--- src/rtl/coffee_dispense_ctrl_pkg.sv ---
// Shared types for the coffee vending transaction path: coin encodings,
// coin values in cents and the controller state enum.
package coffee_pkg;

  typedef enum logic [1:0] {
    COIN_NONE = 2'd0,
    COIN_5    = 2'd1,
    COIN_10   = 2'd2,
    COIN_BAD  = 2'd3
  } coin_t;

  localparam logic [4:0] CENTS_5  = 5'd5;
  localparam logic [4:0] CENTS_10 = 5'd10;

  typedef enum logic [2:0] {
    IDLE    = 3'd0,
    COLLECT = 3'd1,
    CUP     = 3'd2,
    BREW    = 3'd3,
    DONE    = 3'd4
  } state_t;

  function automatic logic coin_valid(input logic [1:0] c);
    return (c == COIN_5) || (c == COIN_10);
  endfunction

  function automatic logic [4:0] coin_cents(input logic [1:0] c);
    case (c)
      COIN_5:  return CENTS_5;
      COIN_10: return CENTS_10;
      default: return 5'd0;
    endcase
  endfunction

endpackage

--- src/rtl/coffee_dispense_ctrl_if.sv ---
// Coin-slot and actuator bundle between the coin acceptors, the controller
// and the cup/brew actuators.
interface coffee_dispense_ctrl_if;
  // A coin is offered in any cycle where coins_x is nonzero and is credited
  // in that same cycle unless coin_reject_x is high; there is no back-pressure,
  // a rejected coin is simply returned by the acceptor.
  logic [1:0] coins_a;
  logic [1:0] coins_b;
  logic       coin_reject_a;
  logic       coin_reject_b;
  logic       grant_a;
  logic       grant_b;
  logic       busy;
  logic       cup_drop;
  logic       brew_on;
  logic       coffee_done;
  logic       change_valid;
  logic [4:0] change_cents;

  modport master (
    output coins_a, coins_b,
    input  coin_reject_a, coin_reject_b, grant_a, grant_b, busy,
    input  cup_drop, brew_on, coffee_done, change_valid, change_cents
  );

  modport slave (
    input  coins_a, coins_b,
    output coin_reject_a, coin_reject_b, grant_a, grant_b, busy,
    output cup_drop, brew_on, coffee_done, change_valid, change_cents
  );
endinterface

--- src/rtl/coffee_dispense_ctrl_timer.sv ---
// Loadable down-counter; o_done is high while the count sits at zero.
// Shared by the collect timeout, the cup phase and the brew phase.
module coffee_cycle_timer #(
  parameter int W = 10
) (
  input  logic         clk,
  input  logic         reset,
  input  logic         i_load,
  input  logic [W-1:0] i_load_val,
  output logic         o_done
);
  logic [W-1:0] r_count;

  always_ff @(posedge clk) begin
    if (reset) begin
      r_count <= '0;
    end else if (i_load) begin
      r_count <= i_load_val;
    end else if (r_count != '0) begin
      r_count <= r_count - W'(1);
    end
  end

  assign o_done = (r_count == '0);
endmodule

--- src/rtl/coffee_dispense_ctrl.sv ---
// Round-robin two-slot coin collector that sequences cup drop and brew,
// returns change, and refunds a stalled customer after a timeout.
module coffee_dispense_ctrl
  import coffee_pkg::*;
#(
  parameter int PRICE_CENTS    = 15,
  parameter int CUP_CYCLES     = 4,
  parameter int BREW_CYCLES    = 16,
  parameter int TIMEOUT_CYCLES = 1000
) (
  input  logic                   clk,
  input  logic                   reset,
  coffee_dispense_ctrl_if.slave  io_bus,
  output state_t                 o_state
);
  localparam int T_CB  = (CUP_CYCLES > BREW_CYCLES) ? CUP_CYCLES : BREW_CYCLES;
  localparam int T_MAX = (TIMEOUT_CYCLES > T_CB) ? TIMEOUT_CYCLES : T_CB;
  localparam int TW    = $clog2(T_MAX + 1);

  localparam logic [4:0]    PRICE      = 5'(PRICE_CENTS);
  localparam logic [TW-1:0] LD_TIMEOUT = TW'(TIMEOUT_CYCLES - 1);
  localparam logic [TW-1:0] LD_CUP     = TW'(CUP_CYCLES - 1);
  localparam logic [TW-1:0] LD_BREW    = TW'(BREW_CYCLES - 1);

  state_t     r_state;
  logic       r_rr_b;
  logic [4:0] r_credit;
  logic       r_grant_a, r_grant_b, r_busy;
  logic       r_cup_drop, r_brew_on, r_coffee_done;
  logic       r_change_valid;
  logic [4:0] r_change_cents;

  logic       w_va, w_vb, w_a_wins, w_b_wins, w_own_ok;
  logic [4:0] w_win_cents, w_sum;
  logic       w_tmr_load, w_tmr_done;
  logic [TW-1:0] w_tmr_val;

  assign w_va = coin_valid(io_bus.coins_a);
  assign w_vb = coin_valid(io_bus.coins_b);

  // In IDLE a lone valid coin wins outright; on a tie the pointer decides.
  assign w_a_wins = (r_state == IDLE) && w_va && (!w_vb || !r_rr_b);
  assign w_b_wins = (r_state == IDLE) && w_vb && (!w_va || r_rr_b);
  assign w_win_cents = w_a_wins ? coin_cents(io_bus.coins_a) : coin_cents(io_bus.coins_b);

  assign w_own_ok = (r_state == COLLECT) && ((r_grant_a && w_va) || (r_grant_b && w_vb));
  assign w_sum    = r_credit + (r_grant_a ? coin_cents(io_bus.coins_a) : coin_cents(io_bus.coins_b));

  // Any present coin that is not credited this cycle goes back to the customer.
  assign io_bus.coin_reject_a = (io_bus.coins_a != COIN_NONE) &&
                                !(w_a_wins || (w_own_ok && r_grant_a));
  assign io_bus.coin_reject_b = (io_bus.coins_b != COIN_NONE) &&
                                !(w_b_wins || (w_own_ok && r_grant_b));

  always_comb begin
    w_tmr_load = 1'b0;
    w_tmr_val  = LD_TIMEOUT;
    case (r_state)
      IDLE: if (w_a_wins || w_b_wins) begin
        w_tmr_load = 1'b1;
        if (w_win_cents >= PRICE) w_tmr_val = LD_CUP;
      end
      COLLECT: if (w_own_ok) begin
        w_tmr_load = 1'b1;
        if (w_sum >= PRICE) w_tmr_val = LD_CUP;
      end
      CUP: if (w_tmr_done) begin
        w_tmr_load = 1'b1;
        w_tmr_val  = LD_BREW;
      end
      default: ;
    endcase
  end

  coffee_cycle_timer #(.W(TW)) u_timer (
    .clk        (clk),
    .reset      (reset),
    .i_load     (w_tmr_load),
    .i_load_val (w_tmr_val),
    .o_done     (w_tmr_done)
  );

  always_ff @(posedge clk) begin
    if (reset) begin
      r_state        <= IDLE;
      r_rr_b         <= 1'b0;
      r_credit       <= '0;
      r_grant_a      <= 1'b0;
      r_grant_b      <= 1'b0;
      r_busy         <= 1'b0;
      r_cup_drop     <= 1'b0;
      r_brew_on      <= 1'b0;
      r_coffee_done  <= 1'b0;
      r_change_valid <= 1'b0;
      r_change_cents <= '0;
    end else begin
      r_change_valid <= 1'b0;
      r_change_cents <= '0;
      r_coffee_done  <= 1'b0;
      case (r_state)
        IDLE: if (w_a_wins || w_b_wins) begin
          r_grant_a <= w_a_wins;
          r_grant_b <= w_b_wins;
          r_busy    <= 1'b1;
          r_credit  <= w_win_cents;
          if (w_win_cents >= PRICE) begin
            r_state        <= CUP;
            r_cup_drop     <= 1'b1;
            r_change_valid <= (w_win_cents != PRICE);
            r_change_cents <= w_win_cents - PRICE;
          end else begin
            r_state <= COLLECT;
          end
        end
        COLLECT: if (w_own_ok) begin
          r_credit <= w_sum;
          if (w_sum >= PRICE) begin
            r_state        <= CUP;
            r_cup_drop     <= 1'b1;
            r_change_valid <= (w_sum != PRICE);
            r_change_cents <= w_sum - PRICE;
          end
        end else if (w_tmr_done) begin
          r_state        <= IDLE;
          r_change_valid <= 1'b1;
          r_change_cents <= r_credit;
          r_credit       <= '0;
          r_grant_a      <= 1'b0;
          r_grant_b      <= 1'b0;
          r_busy         <= 1'b0;
          r_rr_b         <= !r_rr_b;
        end
        CUP: if (w_tmr_done) begin
          r_state    <= BREW;
          r_cup_drop <= 1'b0;
          r_brew_on  <= 1'b1;
        end
        BREW: if (w_tmr_done) begin
          r_state       <= DONE;
          r_brew_on     <= 1'b0;
          r_coffee_done <= 1'b1;
        end
        DONE: begin
          r_state   <= IDLE;
          r_credit  <= '0;
          r_grant_a <= 1'b0;
          r_grant_b <= 1'b0;
          r_busy    <= 1'b0;
          r_rr_b    <= !r_rr_b;
        end
        default: r_state <= IDLE;
      endcase
    end
  end

  assign io_bus.grant_a      = r_grant_a;
  assign io_bus.grant_b      = r_grant_b;
  assign io_bus.busy         = r_busy;
  assign io_bus.cup_drop     = r_cup_drop;
  assign io_bus.brew_on      = r_brew_on;
  assign io_bus.coffee_done  = r_coffee_done;
  assign io_bus.change_valid = r_change_valid;
  assign io_bus.change_cents = r_change_cents;
  assign o_state             = r_state;
endmodule
--- src/flat_wrapper.sv ---
// flat-port wrapper written by rule: the top's interface ports become plain ports
module coffee_dispense_ctrl_flat import coffee_pkg::*;
#(
  parameter int PRICE_CENTS    = 15,
  parameter int CUP_CYCLES     = 4,
  parameter int BREW_CYCLES    = 16,
  parameter int TIMEOUT_CYCLES = 1000
)
  (clk, reset, o_state, io_bus_coins_a, io_bus_coins_b, io_bus_coin_reject_a, io_bus_coin_reject_b, io_bus_grant_a, io_bus_grant_b, io_bus_busy, io_bus_cup_drop, io_bus_brew_on, io_bus_coffee_done, io_bus_change_valid, io_bus_change_cents);
  coffee_dispense_ctrl_if io_bus_i ();
  input  logic clk;
  input  logic reset;
  output state_t o_state;
  input wire logic [$bits(io_bus_i.coins_a)-1:0] io_bus_coins_a;
  input wire logic [$bits(io_bus_i.coins_b)-1:0] io_bus_coins_b;
  output wire logic [$bits(io_bus_i.coin_reject_a)-1:0] io_bus_coin_reject_a;
  output wire logic [$bits(io_bus_i.coin_reject_b)-1:0] io_bus_coin_reject_b;
  output wire logic [$bits(io_bus_i.grant_a)-1:0] io_bus_grant_a;
  output wire logic [$bits(io_bus_i.grant_b)-1:0] io_bus_grant_b;
  output wire logic [$bits(io_bus_i.busy)-1:0] io_bus_busy;
  output wire logic [$bits(io_bus_i.cup_drop)-1:0] io_bus_cup_drop;
  output wire logic [$bits(io_bus_i.brew_on)-1:0] io_bus_brew_on;
  output wire logic [$bits(io_bus_i.coffee_done)-1:0] io_bus_coffee_done;
  output wire logic [$bits(io_bus_i.change_valid)-1:0] io_bus_change_valid;
  output wire logic [$bits(io_bus_i.change_cents)-1:0] io_bus_change_cents;
  assign io_bus_i.coins_a = io_bus_coins_a;
  assign io_bus_i.coins_b = io_bus_coins_b;
  assign io_bus_coin_reject_a = io_bus_i.coin_reject_a;
  assign io_bus_coin_reject_b = io_bus_i.coin_reject_b;
  assign io_bus_grant_a = io_bus_i.grant_a;
  assign io_bus_grant_b = io_bus_i.grant_b;
  assign io_bus_busy = io_bus_i.busy;
  assign io_bus_cup_drop = io_bus_i.cup_drop;
  assign io_bus_brew_on = io_bus_i.brew_on;
  assign io_bus_coffee_done = io_bus_i.coffee_done;
  assign io_bus_change_valid = io_bus_i.change_valid;
  assign io_bus_change_cents = io_bus_i.change_cents;
  coffee_dispense_ctrl #(.PRICE_CENTS(PRICE_CENTS), .CUP_CYCLES(CUP_CYCLES), .BREW_CYCLES(BREW_CYCLES), .TIMEOUT_CYCLES(TIMEOUT_CYCLES)) u_core (.clk(clk), .reset(reset), .io_bus(io_bus_i), .o_state(o_state));
endmodule
--- config.mk ---
export PLATFORM = sky130hd
export DESIGN_NAME = coffee_dispense_ctrl_flat
export DESIGN_NICKNAME = d
export VERILOG_FILES = /design/src/rtl/coffee_dispense_ctrl_pkg.sv /design/src/rtl/coffee_dispense_ctrl_if.sv /design/src/rtl/coffee_dispense_ctrl_timer.sv /design/src/rtl/coffee_dispense_ctrl.sv /design/src/flat_wrapper.sv
export SDC_FILE = /design/constraint.sdc
export NUM_CORES = 1
export LEC_CHECK = 0
export ABC_AREA = 1
export CELL_PAD_IN_SITES_DETAIL_PLACEMENT = 0
export CELL_PAD_IN_SITES_GLOBAL_PLACEMENT = 1
export CORE_MARGIN = 2
export CORE_UTILIZATION = 35
export CTS_CLUSTER_DIAMETER = 80
export DETAILED_ROUTE_END_ITERATION = 8
export HOLD_SLACK_MARGIN = 0.02
export MAX_ROUTING_LAYER = met4
export PLACE_DENSITY = 0.82
export RECOVER_POWER = 50
export SKIP_LAST_GASP = 1
export SLEW_MARGIN = 20
export SYNTH_ARGS = -nofsm -noshare
export SYNTH_HDL_FRONTEND = slang
export SYNTH_SLANG_ARGS = --single-unit
--- constraint.sdc ---
create_clock -name clk -period 3.2 [get_ports clk]
set_input_delay 0.48 -clock clk [delete_from_list [all_inputs] [get_ports clk]]
set_output_delay 0.48 -clock clk [all_outputs]
set_load 0.03 [all_outputs]
Yosys cells after proc, flatten, opt, wreduce, memory -nomap -nowiden
Index checks and enable logic that the tools add are counted.
- add/sub/neg operators: 4
- multiply operators: 0
- div/mod/pow operators: 0
- magnitude comparators: 2
- equality and inequality tests: 20
- shift-type cells: 0
- multiplexer cells: 57
- bitwise operators: 1
- reduce and logical (&&, ||, !) cells: 41
- operators by type and width (kind ; number):
    10-bit 2-to-1 mux ; 7
    5-bit 2-to-1 mux ; 8
    10-bit one-hot mux with 3 select lines ; 1
    1-bit 2-to-1 mux ; 19
    3-bit 2-to-1 mux ; 6
    4-bit one-hot mux with 2 select lines ; 2
    1-bit one-hot mux with 3 select lines ; 5
    5-bit one-hot mux with 3 select lines ; 1
    2-bit != test (second input constant) ; 7
    3-bit one-hot mux with 4 select lines ; 1
    1-bit logical AND ; 11
    5-bit by 4-bit >= comparator with 1-bit output (second input constant) ; 2
    10-bit zero test ; 1
    5-bit by 4-bit != test with 1-bit output (second input constant) ; 2
    5-bit one-hot mux with 2 select lines ; 1
    10-bit nonzero test ; 1
    2-bit nonzero test ; 5
    10-bit by 1-bit subtractor with 10-bit output (second input constant) ; 1
    5-bit by 4-bit subtractor with 5-bit output (second input constant) ; 2
    3-bit AND reduction ; 3
    1-bit logical OR ; 8
    4-bit 2-to-1 mux ; 2
    3-bit by 2-bit equality test with 1-bit output (second input constant) ; 2
    1-bit one-hot mux with 2 select lines ; 3
    17 further kinds ; 24
- bits in registers: 31
- bits in latches: 0
- bits in writable memories: 0
- memory bits (read-only): 0
- input port bits: 6
- output and inout bits: 17
- word-level logic and storage cells: 137
- memories: 0

Depth between registers and ports, before layout
- depth after elaboration: 11
- mapped depth: 20
- mapped depth without buffers: 20

Modules after synthesis
Synthesis repeated with hierarchy kept, for this count alone.
- cells, all modules: 350
- area total of the unflattened synthesis: 2363.5 µm²
- modules (own cells, without submodules) (module ; times used ; cells each ; area an instance (µm²) ; sequential area each (µm²)):
    coffee_dispense_ctrl ; 1 ; 228 ; 1646.6 ; 420.4
    coffee_cycle_timer ; 1 ; 122 ; 716.9 ; 200.2

Worst setup path after synthesis
OpenSTA, ideal clock, no wires.
- path kind: input port to flip-flop
- start point: input io_bus_coins_b[1]
- end point: register u_core.u_timer.r_count[5]
- library setup time: 0.065 ns
- arrival time: 2.635 ns
- required time: 3.135 ns
- setup slack: 0.500 ns
- cell stages on the path: 17
- buffers on the path: 0
- cells stage by stage: inv_1 ha_1 inv_1 o21ai_0 ha_1 fa_1 ha_1 nand2_1 nor2_1 ha_1 inv_1 nand4_1 nand3_1 nand2_2 nand2_1 nand2_1 nor2_1
- cells in the longest elaborated chain, start to end: 11
- elaborated cells on any way between the ends: 28
- those cells by class: add/sub (1); order compare (2); eq/ne (2); mux (12); reduce/logical (11)
- ends and longest elaborated chain (element ; line ; source):
    from (decl) ; flat_wrapper.sv:15 ; input wire logic [$bits(io_bus_i.coins_b)-1:0] io_bus_coins_b;
    branches (longest 11 deep; another with 5-bit adder) ; -- ;
    to (signal assigned) ; coffee_dispense_ctrl_timer.sv:18 ; r_count <= i_load_val;
    to (signal assigned) ; coffee_dispense_ctrl_timer.sv:20 ; r_count <= r_count - W'(1);
    to (decl) ; coffee_dispense_ctrl_timer.sv:12 ; logic [W-1:0] r_count;
Several ways; the timed one is not identified.
A chain may end at the register's enable or synchronous reset.

Worst setup path after layout
- start point: input io_bus_coins_b[0]
- end point: register u_core.u_timer.r_count[7]
The elaborated chain is that of the path after synthesis.

==> impl_results.md <==
* Final period utilization at 94.5%
* Initial DRC Count at 128
* CP Class: input pin to flip-flop
* Syn_area_per_cell at 6.83 µm²
* Syn Inst Count at 314
* Clock Path Buffers at 2
* CTS Sinks at 31
* Mapped Area at 2150 µm²
* Total power at 2.54 mW
* Pins Over Slew Limit at 0
* Drt first pass iters at 4
* Crit-path max FO at 5
* Layout Skew at 0.00825 ns
* Placer Congestion at 0.828
* Status: finished, final reports clean
* Routed WL per cell at 12.2 µm
* Pin count of the biggest net entering global routing at 19
* Library cells used by synthesis at 32
* Worst-skew pair later-pin latency at 0.29 ns
* Core Region at 5920 µm²
* Post-CTS Setup Inserts at 0
* CP endpoint kind: flip-flop
* Post-route antenna net violation count at 0
* TritonCTS Buffers at 5
* Io pins at 23
* Initial antenna violation count at 0
* Tightest Hold Check Type: flip-flop to flip-flop
* RSZ-0062 raised after global routing: yes
* Clock Pin Slew Worst Setup and Hold Paths at 0.07 ns
* CTS Hold Bufs at 0
* Tot GR Track Use at 17.4%
* WP data required at 3.43 ns
* Vias per cell at 4.87
* Drt total wl at 5.27 mm
* Diode count at 0
* Nets at 381
* Die height at 82.3 µm
* DIE AREA at 6770 µm²
* Initial Util at 36.2%
* PostCTS Resize Cnt at 0
* Crit path DAT at 3.25 ns
* Layout cells sized above 1 at 18.2%
* First-pass GRT wire length at 8.79 mm
* Sequential-to-total area share from yosys stat at 28.9%
* Cell Pwr Density at 943 nW/µm²
* Synth warnings at 0
* Hold Crit Depth at 2
* Leakage power at 1.29 nW
* Horiz. Die Dim at 82.3 µm
* Layout area overhead at 25.5%
* Number of global-route vias before repair at 2,000
* Fill cell count at 613
* Post-route DRC at 0
* Fin. Hold Viols at 0
* #FFs+latches synth at 31
* Peak VDD IR at 0.493 mV
* Max-Cap Viols at 0
* Slew HR at 61.9%
* Worst-case reg-to-reg path depth at 14
* Root buf cell: clkbuf_8
* Buffers on Ports at 22
* Fin crit period at 3.02 ns
* Worst-Margin Slew at 0.570 ns
* # rows at 28
* Setup violators final at 0
* Gr ovfl total at 0
* Hpwl dp at 4.21 mm
* Routed vias at 2,110
* FMAX at 0.331 GHz
* CTS tree: done
* Startpoint class of the critical path: input pin
* H-tree depth at 2
* Hold WS at 0.467 ns
* Synth Net Count at 338
## cell usage in the layout, fill, tap and decap left out, types with 4 or more instances in the layout
master	instances
dlygate4sd3_1	14
ha_1	16
clkbuf_8	6
nand3_1	22
nand2_1	75
inv_2	12
nand3_2	4
nor2_4	4
inv_1	37
a21oi_1	22
nand4_1	11
dfxtp_1	31
clkdlybuf4s50_1	6
o21ai_0	13
nor2_2	5
buf_4	17
nor2_1	28
o21ai_2	6
## layer usage
metal / vias up / track usage, % / routed length [µm]
met3: 9 / 3.37 / 284
li1: 1110 / - / -
met4: 0 / 5.00 / 85
met1: 940 / 21.1 / 2380
met2: 51 / 29.4 / 2520
met5: - / - / 0
## synthesized netlist by cell type (all sizes together)
master | count | area share (%)
nand2 | 77 | 14
inv | 49 | 8.6
nor2 | 37 | 8.8
dfxtp | 31 | 29
nand3 | 28 | 8.9
a21oi | 22 | 5.1
o21ai | 22 | 6.0
ha | 17 | 9.9
nand4 | 11 | 3.2
xor2 | 3 | 1.2
a211oi | 2 | 0.70
a31oi | 2 | 0.58
buf | 2 | 0.41
nor3 | 2 | 0.47
nor4 | 2 | 0.87
and3 | 1 | 0.29
clkbuf | 1 | 0.17
clkinv | 1 | 0.23
fa | 1 | 0.93
nand3b | 1 | 0.35
o211ai | 1 | 0.35
or2 | 1 | 0.29
## worst paths after layout
check | start | to | slack, ns
worst max-delay path | io_bus_coins_b[0] | u_core.u_timer.r_count[7] | 0.18
worst min register to register | u_core.io_bus.busy | u_core.io_bus.busy | 0.47
worst min-delay path | u_core.io_bus.busy | u_core.io_bus.busy | 0.47
worst max register to register | u_core.io_bus.grant_a | u_core.u_timer.r_count[7] | 0.53
## kinds of logic after synthesis
| kind of cell | after synthesis | synth area share (%) |
|---|---|---|
| fa+ha+maj | 18 | 10.8 |
| simple gates | 160 | 36.9 |
| xor+xnor | 3 | 1.22 |
| flops | 31 | 28.9 |
| compound gates | 49 | 12.8 |
| buf+inv | 53 | 9.39 |
## report_power, final
part           internal, mW  leakage [nW]  switching [mW]
combinational         0.564         0.979           0.956
clock                 0.252        0.0612           0.152
sequential            0.504         0.255           0.112
total                  1.32          1.29            1.22
## worst max-delay path, stage by stage
cell             delay [ns]
clkdlybuf4s50_1        0.43
inv_1                  0.09
ha_1                   0.17
nor2_1                 0.05
a21oi_1                0.30
fa_2                   0.52
ha_1                   0.22
nand2_1                0.09
nor2_1                 0.05
ha_1                   0.17
inv_1                  0.11
nand4_1                0.17
nand3_1                0.13
nand2_2                0.09
nand2_1                0.07
nand2_1                0.04
nor2_1                 0.07
## registers in the layout, indices dropped and copies added, names as in the netlist
| register | count |
|---|---|
| u_core.r_rr_b | 1 |
| u_core.io_bus.change_cents | 5 |
| u_core.io_bus.coffee_done | 1 |
| u_core.r_credit | 5 |
| u_core.io_bus.brew_on | 1 |
| u_core.io_bus.cup_drop | 1 |
| u_core.io_bus.grant_a | 1 |
| u_core.u_timer.r_count | 10 |
| u_core.io_bus.busy | 1 |
| u_core.o_state | 3 |
| u_core.io_bus.grant_b | 1 |
| u_core.io_bus.change_valid | 1 |
## per-stage QoR
stage	cell area, µm²	setup TNS [ns]	instances	setup slack (ns)	utilization [%]
2_1_floorplan	2150	0	314	0.500	-
3_3_place_gp	2570	-0.675	425	-0.0992	43.5
3_5_place_dp	2570	-2.44	425	-0.235	43.5
4_1_cts	2690	0	433	0.0147	45.5
5_1_grt	2690	-0.129	433	-0.0689	45.5
6_report	2690	0	433	0.176	45.5
## layout make-up
| cell class | count | area, µm² | share of cell area, % |
|---|---|---|---|
| flip-flops and latches | 31 | 621 | 23.0 |
| well taps | 75 | 93.8 | 3.48 |
| clock buffers | 6 | 82.6 | 3.07 |
| multi-input cells | 230 | 1320 | 49.0 |
| inverters | 50 | 189 | 7.01 |
| clock inverters | 2 | 35.0 | 1.30 |
| repair buffers | 39 | 353 | 13.1 |
Note: power is estimated with default switching activity, not from simulation.
